### src/rtl/adc_spi_sampler.sv
// adc_spi_sampler
//   Tick-paced front end for an SPI-style ADC. Each accepted tick_i starts
//   one frame: cnv_o is held high for CONV_CYCLES cycles, then DATA_WIDTH
//   SCK periods clock the sample in MSB-first on miso_i. The finished word
//   appears on data_o together with a one-cycle valid_o pulse. A tick that
//   arrives while a frame is in flight is dropped and flagged on overrun_o.
//
// Ports
//   clk_i      system clock
//   reset_ni   asynchronous active-low reset
//   tick_i     conversion request (one-cycle pulse)
//   miso_i     ADC serial data, already synchronous to clk_i
//   cnv_o      ADC convert strobe (registered)
//   sck_o      ADC serial clock (registered, idle low)
//   data_o     last completed sample, held between updates
//   valid_o    one-cycle pulse when data_o updates
//   overrun_o  one-cycle pulse, the cycle after a dropped tick
//   state_o    current FSM state, for debug and checker binding
//
// Handshake: valid_o is a push-only strobe. There is no ready; downstream
// logic must capture data_o in the cycle valid_o is high, and data_o then
// holds until the next valid_o.
module adc_spi_sampler #(
  parameter int DATA_WIDTH  = 16,
  parameter int CONV_CYCLES = 30,
  parameter int SCK_HALF    = 2
) (
  input  logic                  clk_i,
  input  logic                  reset_ni,
  input  logic                  tick_i,
  input  logic                  miso_i,
  output logic                  cnv_o,
  output logic                  sck_o,
  output logic [DATA_WIDTH-1:0] data_o,
  output logic                  valid_o,
  output logic                  overrun_o,
  output logic [1:0]            state_o
);

  typedef enum logic [1:0] {
    S_IDLE    = 2'd0,
    S_CONVERT = 2'd1,
    S_SHIFT   = 2'd2,
    S_DONE    = 2'd3
  } state_t;

  // +1 keeps every counter at least one bit wide when a parameter is 1.
  localparam int CONV_W = $clog2(CONV_CYCLES + 1);
  localparam int HALF_W = $clog2(SCK_HALF + 1);
  localparam int BIT_W  = $clog2(DATA_WIDTH + 1);

  state_t                r_state;
  logic [CONV_W-1:0]     r_conv_cnt;
  logic [HALF_W-1:0]     r_half_cnt;
  logic [BIT_W-1:0]      r_bit_cnt;
  logic [DATA_WIDTH-2:0] r_shift;
  logic [DATA_WIDTH-1:0] r_data;
  logic                  r_cnv;
  logic                  r_sck;
  logic                  r_valid;
  logic                  r_overrun;

  // Shift register plus the bit being sampled this cycle. Only the low
  // DATA_WIDTH-1 bits need storing; the last bit goes straight to data_o.
  logic [DATA_WIDTH-1:0] w_next_word;
  assign w_next_word = {r_shift, miso_i};

  always_ff @(posedge clk_i or negedge reset_ni) begin
    if (!reset_ni) begin
      r_state    <= S_IDLE;
      r_conv_cnt <= '0;
      r_half_cnt <= '0;
      r_bit_cnt  <= '0;
      r_shift    <= '0;
      r_data     <= '0;
      r_cnv      <= 1'b0;
      r_sck      <= 1'b0;
      r_valid    <= 1'b0;
      r_overrun  <= 1'b0;
    end else begin
      r_valid   <= 1'b0;
      r_overrun <= tick_i && (r_state != S_IDLE);
      case (r_state)
        S_IDLE: begin
          if (tick_i) begin
            r_state    <= S_CONVERT;
            r_cnv      <= 1'b1;
            r_conv_cnt <= '0;
            r_bit_cnt  <= '0;
            r_half_cnt <= '0;
            r_shift    <= '0;
            r_sck      <= 1'b0;
          end
        end
        S_CONVERT: begin
          if (r_conv_cnt == CONV_W'(CONV_CYCLES - 1)) begin
            r_state    <= S_SHIFT;
            r_cnv      <= 1'b0;
            r_half_cnt <= '0;
          end else begin
            r_conv_cnt <= r_conv_cnt + 1'b1;
          end
        end
        S_SHIFT: begin
          if (r_half_cnt == HALF_W'(SCK_HALF - 1)) begin
            r_half_cnt <= '0;
            if (r_sck) begin
              // End of a high phase: SCK falls and miso_i is captured.
              r_sck   <= 1'b0;
              r_shift <= w_next_word[DATA_WIDTH-2:0];
              if (r_bit_cnt == BIT_W'(DATA_WIDTH - 1)) begin
                // Output registers load on the DONE entry edge so that
                // data_o and valid_o are both visible during DONE.
                r_state <= S_DONE;
                r_data  <= w_next_word;
                r_valid <= 1'b1;
              end else begin
                r_bit_cnt <= r_bit_cnt + 1'b1;
              end
            end else begin
              r_sck <= 1'b1;
            end
          end else begin
            r_half_cnt <= r_half_cnt + 1'b1;
          end
        end
        S_DONE: begin
          r_state <= S_IDLE;
        end
        default: begin
          r_state <= S_IDLE;
        end
      endcase
    end
  end

  assign cnv_o     = r_cnv;
  assign sck_o     = r_sck;
  assign data_o    = r_data;
  assign valid_o   = r_valid;
  assign overrun_o = r_overrun;
  assign state_o   = r_state;

endmodule

### config.mk
export PLATFORM = sky130hd
export DESIGN_NAME = adc_spi_sampler
export DESIGN_NICKNAME = d
export VERILOG_FILES = /design/src/rtl/adc_spi_sampler.sv
export SDC_FILE = /design/constraint.sdc
export NUM_CORES = 1
export LEC_CHECK = 0
export BUFFER_PORTS_ARGS = -buffer_cell sky130_fd_sc_hd__buf_2
export CAP_MARGIN = 20
export CORE_MARGIN = 2
export CORE_UTILIZATION = 57
export CTS_CLUSTER_SIZE = 25
export DETAILED_ROUTE_END_ITERATION = 8
export GPL_TIMING_DRIVEN = 0
export PLACE_DENSITY = 0.84
export SLEW_MARGIN = 30
export SYNTH_ARGS = -nofsm -noshare
export SYNTH_HDL_FRONTEND = slang
export SYNTH_SLANG_ARGS = --single-unit
### constraint.sdc
create_clock -name clk_i -period 2.6 [get_ports clk_i]
set_input_delay 0.26 -clock clk_i [delete_from_list [all_inputs] [get_ports clk_i]]
set_output_delay 0.26 -clock clk_i [all_outputs]
set_load 0.02 [all_outputs]
# Word level (Yosys, flattened, before mapping)
# Index checks and enable logic that the tools add are counted.
[word_totals]
inputBits = 4
output_inout_bits = 22
reg_bits = 49
elab_cells = 72
[classes]
n_eq_ne = 13
muxes = 32
addsub = 3
n_reduce_logical = 14
[ops]
columns = ["cell", "count"]
rows = [
  ["two-way mux 15 bit", 3],
  ["case mux 15 bit (2 select lines)", 1],
  ["two-way mux 5 bit", 5],
  ["case mux 5 bit (2 select lines)", 2],
  ["two-way mux 2 bit", 8],
  ["!= test 2 bit, second input constant", 7],
  ["AND reduction 3 bit", 4],
  ["adder 5 x 1 -> 5 bit, second input constant", 2],
  ["AND reduction 5 bit", 2],
  ["two-way mux 1 bit", 9],
  ["case mux 2 bit (4 select lines)", 1],
  ["AND reduction 4 bit", 2],
  ["case mux 2 bit (3 select lines)", 1],
  ["nonzero test 2 bit", 3],
  ["== test 5 x 4 -> 1 bit, second input constant", 1],
  ["== test 5 bit, second input constant", 1],
  ["== test 2 x 1 -> 1 bit, second input constant", 2],
  ["== test 2 bit, second input constant", 2],
  ["case mux 1 bit (2 select lines)", 2],
  ["nonzero test 3 bit", 1],
  ["adder 2 x 1 -> 2 bit, second input constant", 1],
  ["zero test 2 bit", 1],
  ["logical AND 1 bit", 1],
]

# Depth between registers and ports, before layout
# Gate-level depths: netlist (run 1).
[logic_depth]
word_depth = 5
mapped_depth = 8
depth_no_buf = 7

# Least setup slack after synthesis (run 1)
# OpenSTA, ideal clock, no wires.
[synth_timing]
kind = "register to register"
startpoint = "register r_bit_cnt[0]"
endpoint = "register r_bit_cnt[3]"
setup_time_ns = 0.069
period_less_slack_ns = 1.928
t_required_ns = 2.531
path_slack_ns = 0.672
t_arrival_ns = 1.859
path_stages_with_launch = 8
n_path_buf = 0
cell_sequence = "dfrtp_1 > ha_1 > and3_1 > ha_1 > and4bb_2 > nand4_1 > or4_1 > nand3_1"
[synth_between]
elab_chain_cells = 5
elab_cells_between_ends = 8
classes_between = "add/sub: 1; eq/ne: 2; mux: 4; reduce/logical: 1"
[synth_rtl]
columns = ["item", "line", "rtl"]
rows = [
  ["start: declaration", "55", "logic [BIT_W-1:0] r_bit_cnt;"],
  ["start signal: assignment", "118", "r_bit_cnt <= r_bit_cnt + 1'b1;"],
  ["adder 5 x 1 -> 5 bit", "118", ""],
  ["two-way mux 5 bit", "111", "if (r_bit_cnt == BIT_W'(DATA_WIDTH - 1)) begin"],
  ["two-way mux 5 bit", "107", "if (r_sck) begin"],
  ["two-way mux 5 bit", "105", "if (r_half_cnt == HALF_W'(SCK_HALF - 1)) begin"],
  ["case mux 5 bit (2 select lines)", "83", "case (r_state)"],
]
# Parallel ways exist; a longest one is shown, timed or not. The select of a mux whose other input is x is not followed.
# A chain may end at the register's enable or synchronous reset.

# Worst setup path in the final report (run 1)
# Same ends and word-level chain as after synthesis.

==> impl_metrics.json, run 1 <==
{
  "async_flop_share": 1.00,
  "p_sw_w": 0.000812,
  "ys_ff_latch": 49,
  "yosys.area.top_type": "dfrtp_1",
  "cp_slowest_cell": "dfrtp_1",
  "route.detailed.wl_per_inst_um": 14.1,
  "fp.coreArea_um2": 3970,
  "nets": 256,
  "post-place-ws_ns": 0.549,
  "drt_iter0_drc": 164,
  "synth_area_um2": 2330,
  "grt_pass1_wl_mm": 6.99,
  "fin_worst_skew_ns": 0.00352,
  "cts_inserted_buffers": 5,
  "cp_max_fo": 5,
  "worstPathCellList": "ha_1 -> and3_1 -> ha_1 -> and4bb_2 -> nand4_1 -> or4_1 -> nand3_1",
  "io_pins": 26,
  "p_leak_nw": 1.26,
  "min_path_cells": 3,
  "grt_max_degree": 50,
  "track_usage": 0.202,
  "synthDistinctLibCells": 42,
  "synth_cells": 209,
  "first_pass_iters": 4,
  "die_area_um2": 4610,
  "seq_power_share": 0.438,
  "clock_sinks": 49,
  "crit_path_end_kind": "flop",
  "p_sw_frac": 0.377,
  "power.internal_w": 0.00134,
  "dpl-instance-area_um2": 2520,
  "detail-route-antenna-nets": 0,
  "routabilityCongestion": 0.823,
  "clk_path_buf_depth": 2,
  "die_h_um": 67.9,
  "setup_violations": 0,
  "dp_hpwl_mm": 2.81,
  "clock.fmax_ghz": 0.477,
  "power_density_nw_per_um2": 820,
  "cts_setup_buffers": 0,
  "synth.avg_cell_area_um2": 11.1,
  "synthesis.yosys.warnings": 0,
  "synth.top_cell.area_share": 0.527,
  "synth_area_leaders": "dfrtp_1 53%, nand2_1 6.3%, mux2_4 5.8%",
  "initial_core_util": 0.586,
  "htreeDepth": 2,
  "timing.slew.headroom": 0.599,
  "via_per_inst": 5.56,
  "num_rows": 23,
  "clkTransAtPathRegs_ns": 0.09,
  "crit_type": "reg2reg",
  "synth_nets": 223,
  "critPathLaunchType": "flop",
  "timing.hold.ws_ns": 0.220,
  "crit_required_ns": 2.84,
  "final_core_util": 0.661,
  "cts_resized": 0,
  "crit_path_frequent_cell": "ha_1",
  "ctsHoldBuffers": 1,
  "hold_viol": 0,
  "cts_tree": "yes",
  "synth.most_common_cell": "dfrtp_1",
  "vias": 1630,
  "antenna_found_initial": 0,
  "cts-root-buf": "clkbuf_8",
  "min_path_type": "in2reg",
  "fp.dieW_um": 67.9,
  "worst_pin_slew_ns": 0.601,
  "status": "complete, no violations",
  "clk_latency_ns": 0.30,
  "vdd_drop_max_uv": 411,
  "combPwrFrac": 0.345,
  "stdcell_area_um2": 2620,
  "grt_overflow_total": 0,
  "io_buffer_count": 25,
  "antenna_cells": 0,
  "rsz0062_at_grt": "false",
  "crit_arrival_ns": 2.34,
  "finalSetupTns_ns": 0,
  "rr_worst_depth": 7,
  "drive_gt1_frac": 0.259,
  "drc": 0,
  "final_max_slew_viol_count": 0,
  "synth_ff_type": "dfrtp_1",
  "cpPeakStageDelay_ns": 0.43,
  "yosysSeqAreaShare": 0.527,
  "wirelength_mm": 4.13,
  "drv_cap": 0,
  "synth_commonest_cells": "49 x dfrtp_1, 39 x nand2_1, 23 x o21ai_0",
  "synth_edf_count": 0,
  "setup_ws_ns": 0.504,
  "synthToLayoutAreaGrowth_pct": 12.7,
  "pwr-share-clk": 0.217,
  "finalCritPeriodShare": 0.806,
  "grt_pass1_vias": 1558,
  "fin_crit_ns": 2.10
}
## registers in the layout, summed over array words and instances (netlist names)
signal / cells
sck_o: 1
overrun_o: 1
cnv_o: 1
r_bit_cnt: 5
r_shift: 15
state_o: 2
r_conv_cnt: 5
data_o: 16
valid_o: 1
r_half_cnt: 2
## logic make-up after synthesis
group                    share of synthesized area
AND/OR/NAND/NOR                              0.139
adder cells (fa/ha/maj)                     0.0538
AO/OA/AOI/OAI                                0.129
buffers and inverters                       0.0398
flip-flops                                   0.527
multiplexers                                 0.112
## through the flow
step	std cells	total power [W]
finish	293	0.00215
global route	293	0.00230
CTS	293	0.00217
detailed placement	284	0.00170
global placement	284	0.00168
floorplan	209	0.00150
## routing by layer
| layer | GRT usage | part of all wire | vias up |
|---|---|---|---|
| li1 | - | - | 802 |
| met1 | 0.278 | 0.48 | 796 |
| met2 | 0.315 | 0.47 | 30 |
| met3 | 0.0510 | 0.037 | 2 |
| met4 | 0.0625 | 0.0080 | 0 |
| met5 | 0 | 0 | - |
## cell type report
type | count | area, µm²
well taps | 50 | 62.6
plain buffers | 10 | 70.1
inverters | 6 | 22.5
flip-flops and latches | 49 | 1230
repair buffers | 26 | 138
clock inverters | 2 | 13.8
clock buffers | 6 | 82.6
fillers | 304 | 1350
multi-input cells | 144 | 1010
## cell usage in the layout (no fill, tap or decap), types with 2 or more instances in the layout
master	count
clkbuf_1	3
inv_1	6
mux2_4	9
clkbuf_8	6
ha_1	10
nand3_1	5
o311ai_0	2
dfrtp_1	49
nand2_1	39
mux2_2	9
a31oi_1	3
nor2b_1	2
nand4_1	3
a21oi_1	3
o31ai_1	2
buf_2	27
nor3_1	2
nor2_1	5
a22o_1	6
nand2b_1	3
o21ai_0	23
buf_4	2
## path summary, 6_finish.rpt
path                               from            end  slack (ns)
max                        r_bit_cnt[0]   r_bit_cnt[3]        0.50
min                              miso_i     r_shift[0]        0.22
max reg2reg                r_bit_cnt[0]   r_bit_cnt[3]        0.50
min reg2reg                 r_shift[14]    r_shift[14]        0.50
max in group asynchronous      reset_ni   r_bit_cnt[0]        1.69
min in group asynchronous      reset_ni  r_half_cnt[0]        0.49
## critical path: cells and delay by family (launching register included)
family / cells / cell delay [ns]
AND/OR/NAND/NOR: 5 / 1.17
adder cells (fa/ha/maj): 2 / 0.44
flip-flops: 1 / 0.43
## power by group through the flow
stage / logic, W / clock network (W) / registers [W]
floorplan: 0.000529 / 0 / 0.000971
global placement: 0.000721 / 0 / 0.000955
detailed placement: 0.000743 / 0 / 0.000956
CTS: 0.000749 / 0.000474 / 0.000942
global route: 0.000844 / 0.000505 / 0.000955
finish: 0.000743 / 0.000467 / 0.000942
Note: power is estimated with default switching activity, not from simulation.
==> inputs of run 2 (changes only) <==
--- a/config.mk
+++ b/config.mk
@@ -8,11 +8,11 @@
 export BUFFER_PORTS_ARGS = -buffer_cell sky130_fd_sc_hd__buf_2
 export CAP_MARGIN = 20
 export CORE_MARGIN = 2
-export CORE_UTILIZATION = 57
+export CORE_UTILIZATION = 52
 export CTS_CLUSTER_SIZE = 25
 export DETAILED_ROUTE_END_ITERATION = 8
 export GPL_TIMING_DRIVEN = 0
-export PLACE_DENSITY = 0.84
+export PLACE_DENSITY = 0.81
 export SLEW_MARGIN = 30
 export SYNTH_ARGS = -nofsm -noshare
 export SYNTH_HDL_FRONTEND = slang
==> constraint.sdc (replaced) <==
create_clock -name clk_i -period 1.83 [get_ports clk_i]
set_input_delay 0.183 -clock clk_i [delete_from_list [all_inputs] [get_ports clk_i]]
set_output_delay 0.183 -clock clk_i [all_outputs]
set_load 0.02 [all_outputs]
==> run 2 against run 1 <==
Net effect:
- largest cell class unchanged
- non-clock buffer count up 14
- the flow now finishes with violations (negative setup slack)
- final area up 9.3%
- combinational power up 120%
- die area up 9.0%
==> impl_metrics.json, run 2 (synthesized netlist as in run 1, its figures left out) <==
{
  "cp_max_fo": 2,
  "crit_arrival_ns": 2.21,
  "cts-root-buf": "clkbuf_8",
  "fin_crit_ns": 1.96,
  "vias": 1754,
  "cpPeakStageDelay_ns": 0.42,
  "dp_hpwl_mm": 2.86,
  "fp.coreArea_um2": 4320,
  "track_usage": 0.209,
  "p_leak_nw": 1.35,
  "cp_slowest_cell": "or4_1",
  "fin_worst_skew_ns": 0.0116,
  "clk_path_buf_depth": 2,
  "setup_violations": 3,
  "grt_overflow_total": 0,
  "grt_pass1_wl_mm": 8.17,
  "io_pins": 26,
  "critPathLaunchType": "flop",
  "num_rows": 24,
  "clkTransAtPathRegs_ns": 0.10,
  "largest_register_ff_count": 16,
  "crit_required_ns": 2.08,
  "setup_ws_ns": -0.129,
  "final_max_slew_viol_count": 0,
  "finalCritPeriodShare": 1.07,
  "drive_gt1_frac": 0.366,
  "synthToLayoutAreaGrowth_pct": 23.2,
  "antenna_cells": 0,
  "timing.hold.ws_ns": 0.133,
  "status": "finished with violations",
  "power_density_nw_per_um2": 1250,
  "final_common_cell": "dfrtp_1",
  "clk_latency_ns": 0.31,
  "mostFrequentLayoutCells": "47 x dfrtp_1, 38 x nand2_1, 24 x buf_2, 22 x o21ai_0, 17 x buf_4",
  "ff2ff_setup_slack_ns": -0.13,
  "io_buffer_count": 25,
  "grt_pass1_vias": 1683,
  "nFillCells": 335,
  "first_pass_iters": 4,
  "min_path_type": "in2reg",
  "grt_max_degree": 50,
  "detail-route-antenna-nets": 0,
  "cts_inserted_buffers": 5,
  "die_h_um": 70.9,
  "final_core_util": 0.663,
  "nets": 270,
  "antenna_found_initial": 0,
  "timing.slew.headroom": 0.604,
  "die_area_um2": 5030,
  "rsz0062_at_grt": "true",
  "worstPathCellList": "ha_2 -> and3_4 -> ha_4 -> and4bb_2 -> nand4_1 -> or4_1 -> nand3_1",
  "route.detailed.wl_per_inst_um": 15.8,
  "clock.fmax_ghz": 0.511,
  "cts_tree": "yes",
  "via_per_inst": 5.68,
  "initial_core_util": 0.538,
  "wirelength_mm": 4.89,
  "drv_cap": 0,
  "hold_viol": 0,
  "fp.dieW_um": 70.9,
  "clock_sinks": 49,
  "drt_iter0_drc": 217,
  "worst_pin_slew_ns": 0.594,
  "htreeDepth": 2,
  "violations": "negative setup slack",
  "drc": 0,
  "vdd_drop_max_uv": 760,
  "crit_type": "reg2reg",
  "crit_path_end_kind": "flop",
  "routabilityCongestion": 0.837
}
## run 2: metal layers
metal	up-vias	share of wire	global-route usage
met1	863	0.46	0.278
met3	13	0.040	0.0442
li1	834	-	-
met4	0	0.031	0.0818
met5	-	0	0
met2	44	0.47	0.337
## run 2: repair_timing
action / 4_1_cts / 5_1_grt
hold buffers: 1 / 0
gates resized for setup: 19 / 17
pin swaps: 4 / 6
endpoints found under the setup margin: 32 / 35
setup buffers: 8 / 6
endpoints found under the hold margin: 49 / 0
gates cloned: 2 / 0
## run 2: where the power goes
| group | switching [W] | internal [W] | total, W |
|---|---|---|---|
| clock network | 0.000382 | 0.000272 | 0.000654 |
| registers | 0.000126 | 0.00121 | 0.00134 |
| logic | 0.000880 | 0.000719 | 0.00160 |
## run 2: metrics by stage
step | total power, W | worst slack (ns) | std cells | setup TNS (ns) | instance area, µm²
after floorplan | 0.00214 | -0.0502 | 209 | -0.0502 | 2330
after global routing | 0.00380 | -0.168 | 309 | -0.498 | 2870
after global placement | 0.00239 | -0.148 | 286 | -0.919 | 2520
after detailed placement | 0.00242 | -0.145 | 286 | -2.20 | 2530
after CTS | 0.00333 | -0.0808 | 305 | -0.0808 | 2790
final | 0.00359 | -0.129 | 309 | -0.225 | 2870
## run 2: area by class of cell
| class | count | area, µm² | share of cell area |
|---|---|---|---|
| plain buffers | 8 | 63.8 | 0.0223 |
| well taps | 52 | 65.1 | 0.0227 |
| clock inverters | 3 | 21.3 | 0.00742 |
| flip-flops and latches | 49 | 1230 | 0.428 |
| clock buffers | 5 | 68.8 | 0.0240 |
| multi-input cells | 144 | 1130 | 0.395 |
| inverters | 6 | 22.5 | 0.00785 |
| repair buffers | 42 | 265 | 0.0925 |
## run 2: path summary, 6_finish.rpt
path / from / to / depth (start not counted)
hold / removal: miso_i / data_o[0] / 2
setup / recovery: r_bit_cnt[0] / r_bit_cnt[3] / 7
setup reg to reg: r_bit_cnt[0] / r_bit_cnt[3] / 7
hold reg to reg: data_o[13] / data_o[13] / 1
min in group asynchronous: reset_ni / state_o[1] / 2
max in group asynchronous: reset_ni / state_o[0] / 2
## run 2: worst max-delay path, delay by kind of cell (launching register included)
kind	cells	cell delay [ns]
adder cells (fa/ha/maj)	2	0.36
flip-flops	1	0.40
AND/OR/NAND/NOR	5	1.15
